<file path="src/rtl/magia_pkg.sv">
// Mesh-wide constants and types shared by the fractal sync tree.
package magia_pkg;

  localparam int unsigned N_TILES_X = 4;
  localparam int unsigned N_TILES_Y = 4;

  // Number of tree levels above the tiles. The sum of the per-axis depths
  // keeps this valid for non-square power-of-two meshes.
  localparam int unsigned FSYNC_LVL = $clog2(N_TILES_X) + $clog2(N_TILES_Y);

  // Level field must be able to encode every level up to FSYNC_LVL.
  localparam int unsigned TILE_FSYNC_W = (FSYNC_LVL < 1) ? 1 : $clog2(FSYNC_LVL + 1);

  localparam int unsigned FSYNC_N_IDS = 4;
  localparam int unsigned FSYNC_ID_W  = (FSYNC_N_IDS > 1) ? $clog2(FSYNC_N_IDS) : 1;

  typedef logic [TILE_FSYNC_W-1:0] fsync_lvl_t;
  typedef logic [FSYNC_ID_W-1:0]   fsync_id_t;

  typedef enum logic [2:0] {
    FS_IDLE,
    FS_WAIT,
    FS_FWD,
    FS_UP_WAIT,
    FS_REL
  } fsync_state_e;

endpackage

</file>
<file path="src/rtl/fsync_node_entry.sv">
// Per-barrier-ID state machine of a sync tree node: pairs the two child
// arrivals, decides local release vs. forwarding, tracks pending releases.
module fsync_id_entry
  import magia_pkg::*;
#(
  parameter int unsigned LVL_W    = TILE_FSYNC_W,
  parameter int unsigned NODE_LVL = 1
) (
  input  logic                  clk_i,
  input  logic                  rst_ni,
  input  logic [1:0]            acc_i,
  input  logic [1:0][LVL_W-1:0] lvl_i,
  input  logic                  up_gnt_i,
  input  logic                  up_rsp_i,
  input  logic [1:0]            rsp_hs_i,
  output logic [1:0]            arrived_o,
  output logic                  busy_o,
  output logic                  fwd_o,
  output logic [1:0]            pend_o,
  output logic [LVL_W-1:0]      lvl_o,
  output logic                  err_o
);

  localparam logic [LVL_W-1:0] NODE_LVL_C = LVL_W'(NODE_LVL);

  fsync_state_e     state_q, state_d;
  logic [1:0]       arrived_q, arrived_d;
  logic [1:0]       pend_q, pend_d;
  logic [LVL_W-1:0] lvl_q, lvl_d;

  logic [1:0]       ok;
  logic             done;
  logic [LVL_W-1:0] dlvl;
  logic [LVL_W-1:0] cmp;

  // Next-state: arrival pairing, forwarding handshake, release bookkeeping.
  always_comb begin
    state_d   = state_q;
    arrived_d = arrived_q;
    pend_d    = pend_q;
    lvl_d     = lvl_q;
    err_o     = 1'b0;
    done      = 1'b0;
    dlvl      = lvl_q;
    cmp       = '0;
    // A request below this node's level can never be served here.
    ok[0] = acc_i[0] && (lvl_i[0] >= NODE_LVL_C);
    ok[1] = acc_i[1] && (lvl_i[1] >= NODE_LVL_C);
    if ((acc_i & ~ok) != 2'b00) err_o = 1'b1;

    unique case (state_q)
      FS_IDLE: begin
        if (ok == 2'b11) begin
          if (lvl_i[0] != lvl_i[1]) begin
            err_o = 1'b1;
          end else begin
            done = 1'b1;
            dlvl = lvl_i[0];
          end
        end else if (ok[0]) begin
          state_d   = FS_WAIT;
          arrived_d = 2'b01;
          lvl_d     = lvl_i[0];
        end else if (ok[1]) begin
          state_d   = FS_WAIT;
          arrived_d = 2'b10;
          lvl_d     = lvl_i[1];
        end
      end
      FS_WAIT: begin
        // Only the missing child can be accepted here.
        if (ok != 2'b00) begin
          cmp = ok[0] ? lvl_i[0] : lvl_i[1];
          if (cmp != lvl_q) begin
            err_o     = 1'b1;
            state_d   = FS_IDLE;
            arrived_d = 2'b00;
          end else begin
            done = 1'b1;
            dlvl = lvl_q;
          end
        end
      end
      FS_FWD: begin
        if (up_gnt_i) state_d = FS_UP_WAIT;
      end
      FS_UP_WAIT: begin
        if (up_rsp_i) begin
          state_d = FS_REL;
          pend_d  = 2'b11;
        end
      end
      FS_REL: begin
        pend_d = pend_q & ~rsp_hs_i;
        if (pend_d == 2'b00) begin
          state_d   = FS_IDLE;
          arrived_d = 2'b00;
        end
      end
      default: state_d = FS_IDLE;
    endcase

    // A parent release is only expected while waiting for one.
    if (up_rsp_i && (state_q != FS_UP_WAIT)) err_o = 1'b1;

    if (done) begin
      arrived_d = 2'b11;
      lvl_d     = dlvl;
      if (dlvl == NODE_LVL_C) begin
        state_d = FS_REL;
        pend_d  = 2'b11;
      end else begin
        state_d = FS_FWD;
      end
    end
  end

  // Control state register with synchronous active-low reset.
  always_ff @(posedge clk_i) begin
    if (!rst_ni) begin
      state_q   <= FS_IDLE;
      arrived_q <= 2'b00;
      pend_q    <= 2'b00;
    end else begin
      state_q   <= state_d;
      arrived_q <= arrived_d;
      pend_q    <= pend_d;
    end
  end

  // Stored barrier level; only observed while the entry is active.
  always_ff @(posedge clk_i) begin
    lvl_q <= lvl_d;
  end

  assign arrived_o = arrived_q;
  assign busy_o    = (state_q == FS_FWD) || (state_q == FS_UP_WAIT) || (state_q == FS_REL);
  assign fwd_o     = (state_q == FS_FWD);
  assign pend_o    = (state_q == FS_REL) ? pend_q : 2'b00;
  assign lvl_o     = lvl_q;

endmodule

</file>
<file path="src/rtl/fsync_node.sv">
// Fractal sync tree node: merges two children's barrier requests per ID,
// terminates or forwards them, and fans releases back down.
module fsync_node
  import magia_pkg::*;
#(
  parameter int unsigned LVL_W    = magia_pkg::TILE_FSYNC_W,
  parameter int unsigned NODE_LVL = 1,
  parameter int unsigned N_IDS    = magia_pkg::FSYNC_N_IDS,
  parameter int unsigned ID_W     = (N_IDS > 1) ? $clog2(N_IDS) : 1
) (
  input  logic                  clk_i,
  input  logic                  rst_ni,
  input  logic [1:0]            req_valid_i,
  input  logic [1:0][LVL_W-1:0] req_lvl_i,
  input  logic [1:0][ID_W-1:0]  req_id_i,
  output logic [1:0]            req_ready_o,
  output logic [1:0]            rsp_valid_o,
  output logic [1:0][ID_W-1:0]  rsp_id_o,
  input  logic [1:0]            rsp_ready_i,
  output logic                  up_req_valid_o,
  output logic [LVL_W-1:0]      up_req_lvl_o,
  output logic [ID_W-1:0]       up_req_id_o,
  input  logic                  up_req_ready_i,
  input  logic                  up_rsp_valid_i,
  input  logic [ID_W-1:0]       up_rsp_id_i,
  output logic                  up_rsp_ready_o,
  output logic                  error_o
);

  logic [N_IDS-1:0][1:0]       acc, hs, arrived, pend;
  logic [N_IDS-1:0]            busy, fwd, up_rsp, up_gnt, ent_err;
  logic [N_IDS-1:0][LVL_W-1:0] ent_lvl;

  logic            hold_q, hold_d;
  logic [ID_W-1:0] hold_idx_q, hold_idx_d;
  logic [ID_W-1:0] rr_q, rr_d;
  logic            err_q, err_d;
  logic [ID_W-1:0] sel, cand;
  logic            found;
  logic [1:0]      req_hit;

  for (genvar gi = 0; gi < N_IDS; gi++) begin : g_ent
    localparam logic [ID_W-1:0] ID = ID_W'(gi);

    assign acc[gi][0] = req_valid_i[0] & req_ready_o[0] & (req_id_i[0] == ID);
    assign acc[gi][1] = req_valid_i[1] & req_ready_o[1] & (req_id_i[1] == ID);
    assign hs[gi][0]  = rsp_valid_o[0] & rsp_ready_i[0] & (rsp_id_o[0] == ID);
    assign hs[gi][1]  = rsp_valid_o[1] & rsp_ready_i[1] & (rsp_id_o[1] == ID);
    assign up_rsp[gi] = up_rsp_valid_i & (up_rsp_id_i == ID);
    assign up_gnt[gi] = up_req_valid_o & up_req_ready_i & (sel == ID);

    fsync_id_entry #(
      .LVL_W    (LVL_W),
      .NODE_LVL (NODE_LVL)
    ) u_entry (
      .clk_i     (clk_i),
      .rst_ni    (rst_ni),
      .acc_i     (acc[gi]),
      .lvl_i     (req_lvl_i),
      .up_gnt_i  (up_gnt[gi]),
      .up_rsp_i  (up_rsp[gi]),
      .rsp_hs_i  (hs[gi]),
      .arrived_o (arrived[gi]),
      .busy_o    (busy[gi]),
      .fwd_o     (fwd[gi]),
      .pend_o    (pend[gi]),
      .lvl_o     (ent_lvl[gi]),
      .err_o     (ent_err[gi])
    );
  end

  // Child request acceptance: blocked while the addressed ID already holds
  // this child's arrival or is past the pairing phase.
  always_comb begin
    req_ready_o = 2'b11;
    req_hit     = 2'b00;
    for (int k = 0; k < 2; k++) begin
      for (int i = 0; i < int'(N_IDS); i++) begin
        if (req_id_i[k] == ID_W'(i)) begin
          req_hit[k] = 1'b1;
          if (arrived[i][k] || busy[i]) req_ready_o[k] = 1'b0;
        end
      end
    end
  end

  // Release fan-out: each child port independently shows its lowest pending ID.
  always_comb begin
    rsp_valid_o = 2'b00;
    rsp_id_o    = '0;
    for (int k = 0; k < 2; k++) begin
      for (int i = int'(N_IDS) - 1; i >= 0; i--) begin
        if (pend[i][k]) begin
          rsp_valid_o[k] = 1'b1;
          rsp_id_o[k]    = ID_W'(i);
        end
      end
    end
  end

  // Round-robin up-port selection; a stalled winner stays locked so the
  // outgoing request is stable until the parent accepts it.
  always_comb begin
    sel   = hold_idx_q;
    found = hold_q;
    cand  = '0;
    if (!hold_q) begin
      for (int o = 0; o < int'(N_IDS); o++) begin
        cand = ID_W'((int'(rr_q) + o) % int'(N_IDS));
        if (!found && fwd[cand]) begin
          found = 1'b1;
          sel   = cand;
        end
      end
    end
  end

  assign up_req_valid_o = found;
  assign up_req_id_o    = found ? sel : '0;
  assign up_req_lvl_o   = found ? ent_lvl[sel] : '0;
  assign up_rsp_ready_o = 1'b1;
  assign error_o        = err_q;

  // Arbiter bookkeeping and error collection for the next cycle.
  always_comb begin
    hold_d     = up_req_valid_o & ~up_req_ready_i;
    hold_idx_d = sel;
    rr_d       = rr_q;
    if (up_req_valid_o && up_req_ready_i) rr_d = ID_W'((int'(sel) + 1) % int'(N_IDS));
    // Unknown IDs (non-power-of-two N_IDS) are accepted and flagged.
    err_d = (|ent_err)
          | (up_rsp_valid_i & ~(|up_rsp))
          | (|(req_valid_i & req_ready_o & ~req_hit));
  end

  // Arbiter and error pulse registers.
  always_ff @(posedge clk_i) begin
    if (!rst_ni) begin
      hold_q     <= 1'b0;
      hold_idx_q <= '0;
      rr_q       <= '0;
      err_q      <= 1'b0;
    end else begin
      hold_q     <= hold_d;
      hold_idx_q <= hold_idx_d;
      rr_q       <= rr_d;
      err_q      <= err_d;
    end
  end

endmodule

</file>
<file path="config.mk">
export PLATFORM = sky130hd
export DESIGN_NAME = fsync_node
export DESIGN_NICKNAME = d
export VERILOG_FILES = /design/src/rtl/magia_pkg.sv /design/src/rtl/fsync_node_entry.sv /design/src/rtl/fsync_node.sv
export SDC_FILE = /design/constraint.sdc
export NUM_CORES = 1
export LEC_CHECK = 0
export ABC_CLOCK_PERIOD_IN_PS = 3650
export CAP_MARGIN = 20
export CORE_UTILIZATION = 60
export CTS_CLUSTER_SIZE = 10
export DETAILED_ROUTE_END_ITERATION = 10
export PLACE_DENSITY = 0.87
export SETUP_SLACK_MARGIN = 0.05
export SLEW_MARGIN = 30
export SYNTH_ARGS = -nofsm -noshare
export SYNTH_HDL_FRONTEND = slang
export SYNTH_SLANG_ARGS = --single-unit
</file>
<file path="constraint.sdc">
create_clock -name clk_i -period 3.65 [get_ports clk_i]
set_input_delay 0.73 -clock clk_i [delete_from_list [all_inputs] [get_ports clk_i]]
set_output_delay 0.73 -clock clk_i [all_outputs]
set_load 0.05 [all_outputs]
</file>
; ---- After elaboration in Yosys (flattened, before gate mapping)
; Cells that the tools add are included.
; W data, S select, Z words.
[word_totals]
reg_bits = 46
elab_cells = 496
[classes]
addsub = 4
n_lt_le_gt_ge = 7
eq_ne = 83
muxes = 242
n_bitwise = 54
reduce_logical = 86
[op_table]
columns = op, count
row1 = $mux W3, 78
row2 = $mux W2, 58
row3 = $mux W1, 81
row4 = $pmux W3 S5, 4
row5 = $ne A3 B1 Y1 const B, 16
row6 = $ne A3 B2 Y1 const B, 12
row7 = $eq A2 B2 Y1 const B, 16
row8 = $and A1 B1 Y1, 31
row9 = $reduce_and A7 Y1, 4
row10 = $eq A3 B1 Y1 const B, 8
row11 = $eq A3 B2 Y1 const B, 8
row12 = $pmux W2 S3, 4
row13 = $reduce_and A6 Y1, 4
row14 = $reduce_bool A2 Y1, 12
row15 = $and A2 B2 Y2, 10
row16 = $logic_not A2 Y1, 10
row17 = $not A2 Y2, 9
row18 = $logic_and A1 B1 Y1, 17
row19 = $logic_or A1 B1 Y1, 16
row20 = $ne A4 B1 Y1 const B, 4
row21 = $pmux W1 S2, 8
row22 = $pmux W2 S2, 4
row23 = $reduce_bool A4 Y1, 4
row24 = $lt A2 B3 Y1 const B, 5
row25 = 17 further kinds, 53

; ---- Logic depth before layout (Yosys ltp)
; Gate-level depths: netlist (run 1).
[logic_depth]
word_depth = 26
ltp_mapped = 14

; ---- By module
; Synthesis (run 1) repeated with hierarchy kept, for this count alone.
[hier_totals]
hier_cells = 623
hier_area_um2 = 4883.4
[modules_own_cells]
columns = mod, n_inst, cells_each, area_per_inst_um2, seq_area_each_um2
row1 = fsync_id_entry, 4, 105, 887.1, 230.2
row2 = fsync_node, 1, 203, 1335.0, 120.1

; ---- Least setup slack after synthesis (run 1)
; Ideal clock, no wire load.
[synth_path]
path_kind = register -> output
startpoint = register g_ent[3].u_entry.state_q[2]
endpoint = output up_req_lvl_o[0]
arrival_time_ns = 3.036
t_required_ns = 2.920
setup_slack_ns = -0.116
path_stages_with_launch = 12
n_path_buf = 3
cell_sequence = dfxtp_1 -> clkbuf_1 -> or3b_1 -> clkbuf_1 -> or3_1 -> o22a_1 -> o31ai_1 -> a31oi_1 -> buf_4 -> mux2i_1 -> a21o_1 -> a21oi_1
[synth_between]
elab_chain_cells = 21
[synth_rtl]
columns = element, line_no
row1 = from (decl), fsync_node_entry.sv:26  ; fsync_state_e state_q, state_d;
row2 = from (signal assigned), fsync_node_entry.sv:125  ; state_q <= state_d;
row3 = $eq A3 B2 Y1 *, fsync_node_entry.sv:138  ; assign fwd_o = (state_q == FS_FWD);
row4 = $bmux W1 S2, fsync_node.sv:110  ; if (!found && fwd[cand]) begin
row5 = $mux W1 (implied by the code), fsync_node.sv:110
row6 = $logic_and A1 B1 Y1, fsync_node.sv:110
row7 = $mux W1, fsync_node.sv:110
row8 = $mux W1, fsync_node.sv:107  ; if (!hold_q) begin
row9 = $logic_not A1 Y1, fsync_node.sv:110
row10 = $logic_and A1 B1 Y1, fsync_node.sv:110
row11 = [... 5 more ...], -
row12 = $mux W1, fsync_node.sv:107
row13 = $logic_not A1 Y1, fsync_node.sv:110
row14 = $logic_and A1 B1 Y1, fsync_node.sv:110
row15 = $mux W2, fsync_node.sv:110
row16 = $mux W2, fsync_node.sv:107
row17 = $bmux W3 S2, fsync_node.sv:120  ; assign up_req_lvl_o = found ? ent_lvl[sel] : '0;
row18 = $mux W3 (implied by the code), fsync_node.sv:120
row19 = $mux W3 *, fsync_node.sv:120
row20 = to (decl), fsync_node.sv:21  ; output logic [LVL_W-1:0] up_req_lvl_o,
; Every way passes the cells marked *; elsewhere a longest branch is shown, timed or not. The select of a mux whose other input is x is not followed.

; ---- Worst setup path after layout (run 1)
[layout_path]
startpoint = register rr_q[1]
endpoint = output up_req_lvl_o[1]
[layout_between]
elab_chain_cells = 20
[layout_rtl]
columns = element, line_no
row1 = from (decl), fsync_node.sv:36  ; logic [ID_W-1:0] rr_q, rr_d;
row2 = from (signal assigned), fsync_node.sv:146  ; rr_q <= rr_d;
row3 = $bmux W1 S2, fsync_node.sv:110
row4 = $mux W1 (implied by the code), fsync_node.sv:110
row5 = $logic_and A1 B1 Y1, fsync_node.sv:110
row6 = $mux W1, fsync_node.sv:110
row7 = $mux W1, fsync_node.sv:107
row8 = $logic_not A1 Y1, fsync_node.sv:110
row9 = $logic_and A1 B1 Y1, fsync_node.sv:110
row10 = $mux W1, fsync_node.sv:110
row11 = [... 4 more ...], -
row12 = $mux W1, fsync_node.sv:107
row13 = $logic_not A1 Y1, fsync_node.sv:110
row14 = $logic_and A1 B1 Y1, fsync_node.sv:110
row15 = $mux W2, fsync_node.sv:110
row16 = $mux W2, fsync_node.sv:107
row17 = $bmux W3 S2, fsync_node.sv:120
row18 = $mux W3 (implied by the code), fsync_node.sv:120
row19 = $mux W3 *, fsync_node.sv:120
; Marked as above.

==> impl_metrics.csv, run 1 <==
group,metric,value,unit
floorplan,die_y,86.8,microns
routing,post_drt_wl_per_cell,19.6,microns
yosys,ys_types,83,
setup_path,crit_buf_inv,2,
yosys,synthCells,574,
setup_path,cpPeakStageDelay,0.74,ns
clocking,hold_buffers,0,
floorplan,rows,30,
yosys,synth_area,0.00431,sq mm
layout,areaGrowthSynthToFinish,21.9,%
floorplan,dieArea,0.00753,sq mm
setup_path,critPathMaxFanout,15,
routing,drtAntennaViolNets,0,
placement,gp_congestion,0.969,
power,p_clk_share,23.4,%
clocking,root_buffer,"clkbuf_8",
yosys,async_flop_share,0,%
grt,antenna_found_initial,0,
layout,final_cell_area,0.00526,sq mm
floorplan,io_pins,36,
sta,rsz0062_at_grt,"yes",
placement,placed_cell_area,0.00500,sq mm
grt,grt_pass1_wl,22000,microns
sta,clock_skew,0.0102,ns
sta,period_share,98.8,%
floorplan,fp.coreArea,0.00687,sq mm
placement,place_hpwl,11000,microns
clocking,clock_sinks,46,
routing,first_iter_violations,525,
routing,wl,14400,microns
sta,setup_viol_count_final,0,
routing,route.detailed.drc,0,
setup_path,cp-start-kind,"flop",
layout,n_antenna_cell,0,
yosys,ys_seq_area_share,24.2,%
layout,drive_gt1_share,20.1,%
sta,final-max-slew-violation-count,0,
setup_path,crit_family,"compound AO/OA/AOI/OAI gates",
grt,grt_pass1_vias,4532,
yosys,ys_top_cells_by_area,"dfxtp_1 (16%), edfxtp_1 (8.4%), nor2_1 (5.3%)",
min_path,hold_path_class,"reg2reg",
placement,io_buffers,34,
floorplan,initial_core_util,62.8,%
sta,hold_violations,0,
sta,min_period,3.61,ns
setup_path,critical_path_required,2.92,ns
flow_run,drv_cap,0,
routing,num_vias,4938,
power,combPwrFrac,37.1,%
power,sw_frac_of_total,37.3,%
clocking,clockBufferDepth,2,
power,p_leak,2.11,nW
sta,max_freq,277,MHz
yosys,synth.top_cell.area_share,15.8,%
layout,fill_cells,534,
yosys,synth_top_flop_cell,"dfxtp_1",
setup_path,path_cells,"nand2_1, a21oi_2, o32ai_1, a211o_1, a31oi_1, buf_4, mux2i_1, a21o_1, a21oi_2, buf_12",
clocking,cts_tree,"built",
grt,overflow,0,
setup_path,arrival,2.88,ns
clocking,htreeDepth,2,
setup_path,crit_path_top_delay_cell,"dfxtp_1",
setup_path,cp-end-kind,"primary output",
run_status,status,"completed",
grt,grt_max_degree,22,
sta,slew_headroom,46.4,%
setup_path,crit_top_cell,"a21oi_2",
grt,grtUsageTotal,38.2,%
routing,avgViaCountPerCell,6.74,
yosys,synth_area_leader_cell,"dfxtp_1",
routing,first_pass_iters,5,
power,p_per_area,300,mW/mm^2
power,power,1.58,mW
sta,max_slew.worst_pin.slew,0.803,ns
clocking,clock_latency,0.31,ns
yosys,syn_area_per_cell,7.51,sq um
power,ir_drop,0.000231,V
layout,nets,660,
floorplan,die_w,86.8,microns
clocking,cts_buffers,5,
yosys,ys_seq_elements,46,
power,p_int,0.987,mW
power,seqPwrFrac,39.5,%
yosys,synth_edf_count,12,
setup_path,crit_type,"reg2out",
clocking,clk_pin_slew,0.10,ns
yosys,yosysWarnings,0,
yosys,syn_nets,598,
power,switching_power,0.588,mW
## stage by stage
step / setup TNS [ns] / std cells / utilization (%) / hold slack (ns) / setup WS, ns
after floorplan: 0 / 574 / - / 0.468 / 0.188
after global placement: 0 / 714 / 72.9 / 0.507 / 0.127
after detailed placement: 0 / 714 / 72.9 / 0.525 / 0.102
after CTS: 0 / 723 / 74.7 / 0.540 / 0.0531
after global routing: -0.0891 / 733 / 76.5 / 0.547 / -0.0369
final: 0 / 733 / 76.5 / 0.550 / 0.0438
## synth_stat cells (12+ instances only)
cell	number
o21ai_0	24
nor3_1	20
clkbuf_1	19
and3_1	12
or3_1	12
dfxtp_1	34
nor2_1	61
a21oi_1	45
nand2_1	55
nand3_1	20
inv_1	18
edfxtp_1	12
## metal layers
metal  GRT usage (%)  vias to the layer above  wire length, microns
li1                -                     2278                     -
met1            47.0                     2290                  5590
met2            64.6                      303                  6680
met3            8.29                       67                  1470
met4            16.1                        0                   634
met5               0                        -                     0
## cell families (layout without fill, tap and decap cells)
| group | after synthesis | count (layout) | share of synthesized area (%) |
|---|---|---|---|
| simple gates | 271 | 271 | 35.3 |
| compound gates | 174 | 174 | 28.3 |
| buf+inv | 56 | 119 | 5.95 |
| flops | 46 | 46 | 24.2 |
| xor+xnor | 12 | 12 | 2.44 |
| mux | 10 | 10 | 2.61 |
| fa+ha+maj | 4 | 4 | 1.16 |
| other cells | 1 | 1 | 0.0870 |
## area by class of cell
cell class | count | area (sq um) | area share, %
repair buffers | 92 | 828 | 15.8
well taps | 96 | 120 | 2.29
multi-input cells | 472 | 3080 | 58.7
inverters | 19 | 71.3 | 1.36
clock inverters | 1 | 8.76 | 0.167
flip-flops and latches | 46 | 1050 | 19.9
clock buffers | 7 | 96.3 | 1.83
## registers in the layout, indices dropped and copies added, names as in the netlist
register                 flops
g_ent.u_entry.lvl_o         12
g_ent.u_entry.state_q       12
g_ent.u_entry.arrived_o      8
g_ent.u_entry.pend_q         8
hold_idx_q                   2
rr_q                         2
error_o                      1
hold_q                       1
## worst paths after layout
path	from	endpoint	slack, ns	depth (start not counted)
max	rr_q[1]	up_req_lvl_o[1]	0.04	10
min	g_ent[2].u_entry.arrived_o[1]	g_ent[2].u_entry.arrived_o[1]	0.55	2
max reg2reg	g_ent[3].u_entry.state_q[0]	g_ent[0].u_entry.state_q[0]	0.38	14
min reg2reg	g_ent[2].u_entry.arrived_o[1]	g_ent[2].u_entry.arrived_o[1]	0.55	2
## power groups by stage
stage                     Combinational, mW  Sequential, mW  Clock (mW)
after floorplan                       0.370           0.619           0
after CTS                             0.568           0.618       0.365
after detailed placement              0.562           0.628           0
final                                 0.585           0.622       0.369
after global placement                0.546           0.626           0
after global routing                  0.624           0.627       0.381
## layout by cell type, fill, tap and decap left out, types with 6 or more instances in the layout
| master | instances |
|---|---|
| a211oi_1 | 8 |
| a21oi_1 | 40 |
| a31oi_1 | 9 |
| and2_1 | 10 |
| and3_1 | 12 |
| buf_12 | 6 |
| buf_4 | 59 |
| clkbuf_8 | 7 |
| clkdlybuf4s50_1 | 26 |
| dfxtp_1 | 31 |
| edfxtp_1 | 12 |
| inv_1 | 18 |
| mux2i_1 | 9 |
| nand2_1 | 55 |
| nand2b_1 | 6 |
| nand3_1 | 20 |
| nand3b_1 | 6 |
| nand4_1 | 6 |
| nor2_1 | 61 |
| nor2b_1 | 6 |
| nor3_1 | 20 |
| nor3b_1 | 8 |
| nor4_1 | 9 |
| o211ai_1 | 7 |
| o21ai_0 | 24 |
| o31ai_1 | 9 |
| or3_1 | 11 |
| xnor2_1 | 9 |
## worst min-delay path, delay by kind of cell, from the launching register on
kind / cells / cell delay (ns)
AND/OR/NAND/NOR: 2 / 0.16
flip-flops: 1 / 0.36
## repair_timing
item                                    4_1_cts  5_1_grt
resized for setup                             5       12
endpoints found under the setup margin        3        4
buffers inserted                              1       10
endpoints found under the hold margin         0        0
pin swaps                                     0        6
Power figures use the tool's default switching activity.
==> run 2, diff against run 1 <==
--- a/config.mk
+++ b/config.mk
@@ -8,6 +8,7 @@
 export ABC_CLOCK_PERIOD_IN_PS = 3650
 export CAP_MARGIN = 20
 export CORE_UTILIZATION = 60
+export CTS_CLUSTER_DIAMETER = 120
 export CTS_CLUSTER_SIZE = 10
 export DETAILED_ROUTE_END_ITERATION = 10
 export PLACE_DENSITY = 0.87
==> results of run 2 <==
Final layout, timing and power as in run 1 (identical DEF).
==> run 3, diff against run 2 <==
--- a/config.mk
+++ b/config.mk
@@ -11,7 +11,8 @@
 export CTS_CLUSTER_DIAMETER = 120
 export CTS_CLUSTER_SIZE = 10
 export DETAILED_ROUTE_END_ITERATION = 10
-export PLACE_DENSITY = 0.87
+export DONT_BUFFER_PORTS = 1
+export PLACE_DENSITY = 0.81
 export SETUP_SLACK_MARGIN = 0.05
 export SLEW_MARGIN = 30
 export SYNTH_ARGS = -nofsm -noshare
==> run 3 against run 2 <==
Against the previous run: largest cell class unchanged; sequential share of layout area increased by 1.7 points; wire length decreased by 4.4%; register-to-register slack got worse by 0.10 ns; maximum frequency increased by 1.5%; critical path type unchanged.
==> impl_metrics.csv, run 3 (synthesis gave the netlist of run 1 again) <==
group,metric,value,unit
floorplan,dieArea,0.00753,sq mm
layout,final_cell_area,0.00483,sq mm
layout,n_antenna_cell,0,
sta,fin_hold_ws,0.488,ns
grt,grt_pass1_wl,21300,microns
placement,place_inst,665,
power,power,1.50,mW
sta,hold_violations,0,
clocking,hold_buffers,0,
run_status,status,"completed",
setup_path,reg2reg_depth,8,
setup_path,cpPeakStageDelay,0.47,ns
floorplan,die_y,86.8,microns
setup_path,path_cells,"or3b_4, a21oi_1, o32ai_2, a211o_1, a31oi_1, buf_4, buf_12, mux2i_2, a21oi_4, buf_12",
sta,setup_viol_count_final,0,
routing,post_drt_wl_per_cell,20.3,microns
setup_path,cp-end-kind,"primary output",
layout,fin_cells,677,
placement,placed_cell_area,0.00453,sq mm
placement,place_hpwl,10300,microns
sta,max_slew.worst_pin.slew,0.910,ns
layout,drive_gt1_share,17.4,%
grt,grt_pass1_vias,4435,
setup_path,critical_path_required,2.92,ns
setup_path,crit_top_cell,"buf_12",
clocking,clock_latency,0.31,ns
sta,clock_skew,0.00890,ns
routing,first_iter_violations,595,
clocking,clockBufferDepth,2,
min_path,hold_depth,1,
floorplan,initial_core_util,62.8,%
clocking,root_buffer,"clkbuf_8",
clocking,cts_tree,"built",
layout,areaGrowthSynthToFinish,12.0,%
setup_path,crit_type,"reg2out",
layout,final_common_cell,"nor2_1",
layout,layout_common_cells,"nor2_1 (61), nand2_1 (55), a21oi_1 (41)",
sta,final-max-slew-violation-count,0,
routing,route.detailed.drc,0,
grt,antenna_found_initial,0,
setup_path,arrival,2.82,ns
clocking,cts_buffers,5,
placement,io_buffers,0,
min_path,hold_path_class,"in2reg",
setup_path,crit_path_top_delay_cell,"or3b_4",
power,p_per_area,310,mW/mm^2
placement,gp_congestion,1.01,
setup_path,critPathMaxFanout,6,
routing,num_vias,4708,
setup_path,crit_family,"compound AO/OA/AOI/OAI gates",
setup_path,crit_buf_inv,3,
sta,rsz0062_at_grt,"no",
power,ir_drop,0.000213,V
min_path,hp-start,"up_req_ready_i",
flow_run,drv_cap,0,
min_path,worstHoldEndpoint,"hold_q",
setup_path,timing.rr.start,"g_ent[2].u_entry.state_q[1]",
sta,min_period,3.55,ns
grt,grtUsageTotal,36.7,%
routing,wl,13700,microns
grt,grt_max_degree,22,
routing,drtAntennaViolNets,0,
floorplan,io_pins,36,
setup_path,regToRegEndpoint,"g_ent[1].u_entry.lvl_o[0]",
sta,slew_headroom,38.5,%
power,p_leak,1.86,nW
clocking,clk_pin_slew,0.09,ns
floorplan,die_w,86.8,microns
clocking,clock_sinks,46,
setup_path,r2r_setup_slack,0.28,ns
floorplan,rows,30,
setup_path,cp-start-kind,"flop",
routing,first_pass_iters,6,
grt,overflow,0,
floorplan,fp.coreArea,0.00687,sq mm
clocking,htreeDepth,2,
sta,period_share,97.4,%
layout,nets,605,
sta,finalSetupTns,0,ns
sta,max_freq,281,MHz
routing,avgViaCountPerCell,6.95,
[run 3: stage by stage]
stage | util (%) | setup WS (ns)
2_1_floorplan | - | 0.188
3_3_place_gp | 66.0 | 0.434
3_5_place_dp | 66.0 | 0.339
4_1_cts | 68.1 | 0.0534
5_1_grt | 70.3 | 0.00570
6_report | 70.3 | 0.0954
[run 3: report_power, final]
group / total [mW] / switching, mW / internal [mW] / leakage (nW)
Sequential: 0.623 / 0.0501 / 0.573 / 0.388
Clock: 0.375 / 0.183 / 0.192 / 0.0555
Combinational: 0.498 / 0.313 / 0.185 / 1.41
Total: 1.50 / 0.546 / 0.950 / 1.86
[run 3: cell type report]
cell class	instances	area [sq um]
Tap cell	96	120
Fill cell	559	2040
Sequential cell	46	1040
Inverter	19	71.3
Clock buffer	7	108
Timing Repair Buffer	37	332
Multi-Input combinational cell	472	3150
[run 3: worst reg2reg max path, cell delays in order, from the launching register on]
cell,delay [ns]
dfxtp_1,0.34
buf_4,0.17
nor2b_4,0.13
buf_4,0.16
o31ai_1,0.30
nand4_1,0.59
nor2_2,0.46
xnor2_1,0.10
o41ai_1,0.75
[run 3: per-layer routing]
layer,up-vias,wire [microns],track usage (%)
li1,2166,-,-
met1,2187,5350,45.3
met2,292,6310,59.4
met3,63,1440,9.24
met4,0,645,18.9
met5,-,0,0
[run 3: repair_timing]
action                                 4_1_cts  5_1_grt
pin swaps                                    0        3
setup endpoints to repair                    2        4
buffers inserted                             2        3
gates resized for setup                      1       27
endpoints found under the hold margin        0        0
[run 3: worst max path at each step]
| stage | from | end | slack, ns | cells past startpoint |
|---|---|---|---|---|
| 5_1_grt | g_ent[0].u_entry.state_q[1] | up_req_lvl_o[1] | 0.006 | 12 |
| 3_5_place_dp | g_ent[1].u_entry.state_q[1] | up_req_lvl_o[1] | 0.34 | 10 |
| 4_1_cts | g_ent[3].u_entry.state_q[2] | up_req_lvl_o[1] | 0.05 | 10 |
| 2_1_floorplan | g_ent[3].u_entry.state_q[2] | up_req_lvl_o[0] | 0.19 | 11 |
| 3_3_place_gp | g_ent[1].u_entry.state_q[2] | up_req_lvl_o[0] | 0.43 | 10 |
| 6_report | g_ent[0].u_entry.state_q[0] | up_req_lvl_o[1] | 0.1 | 10 |
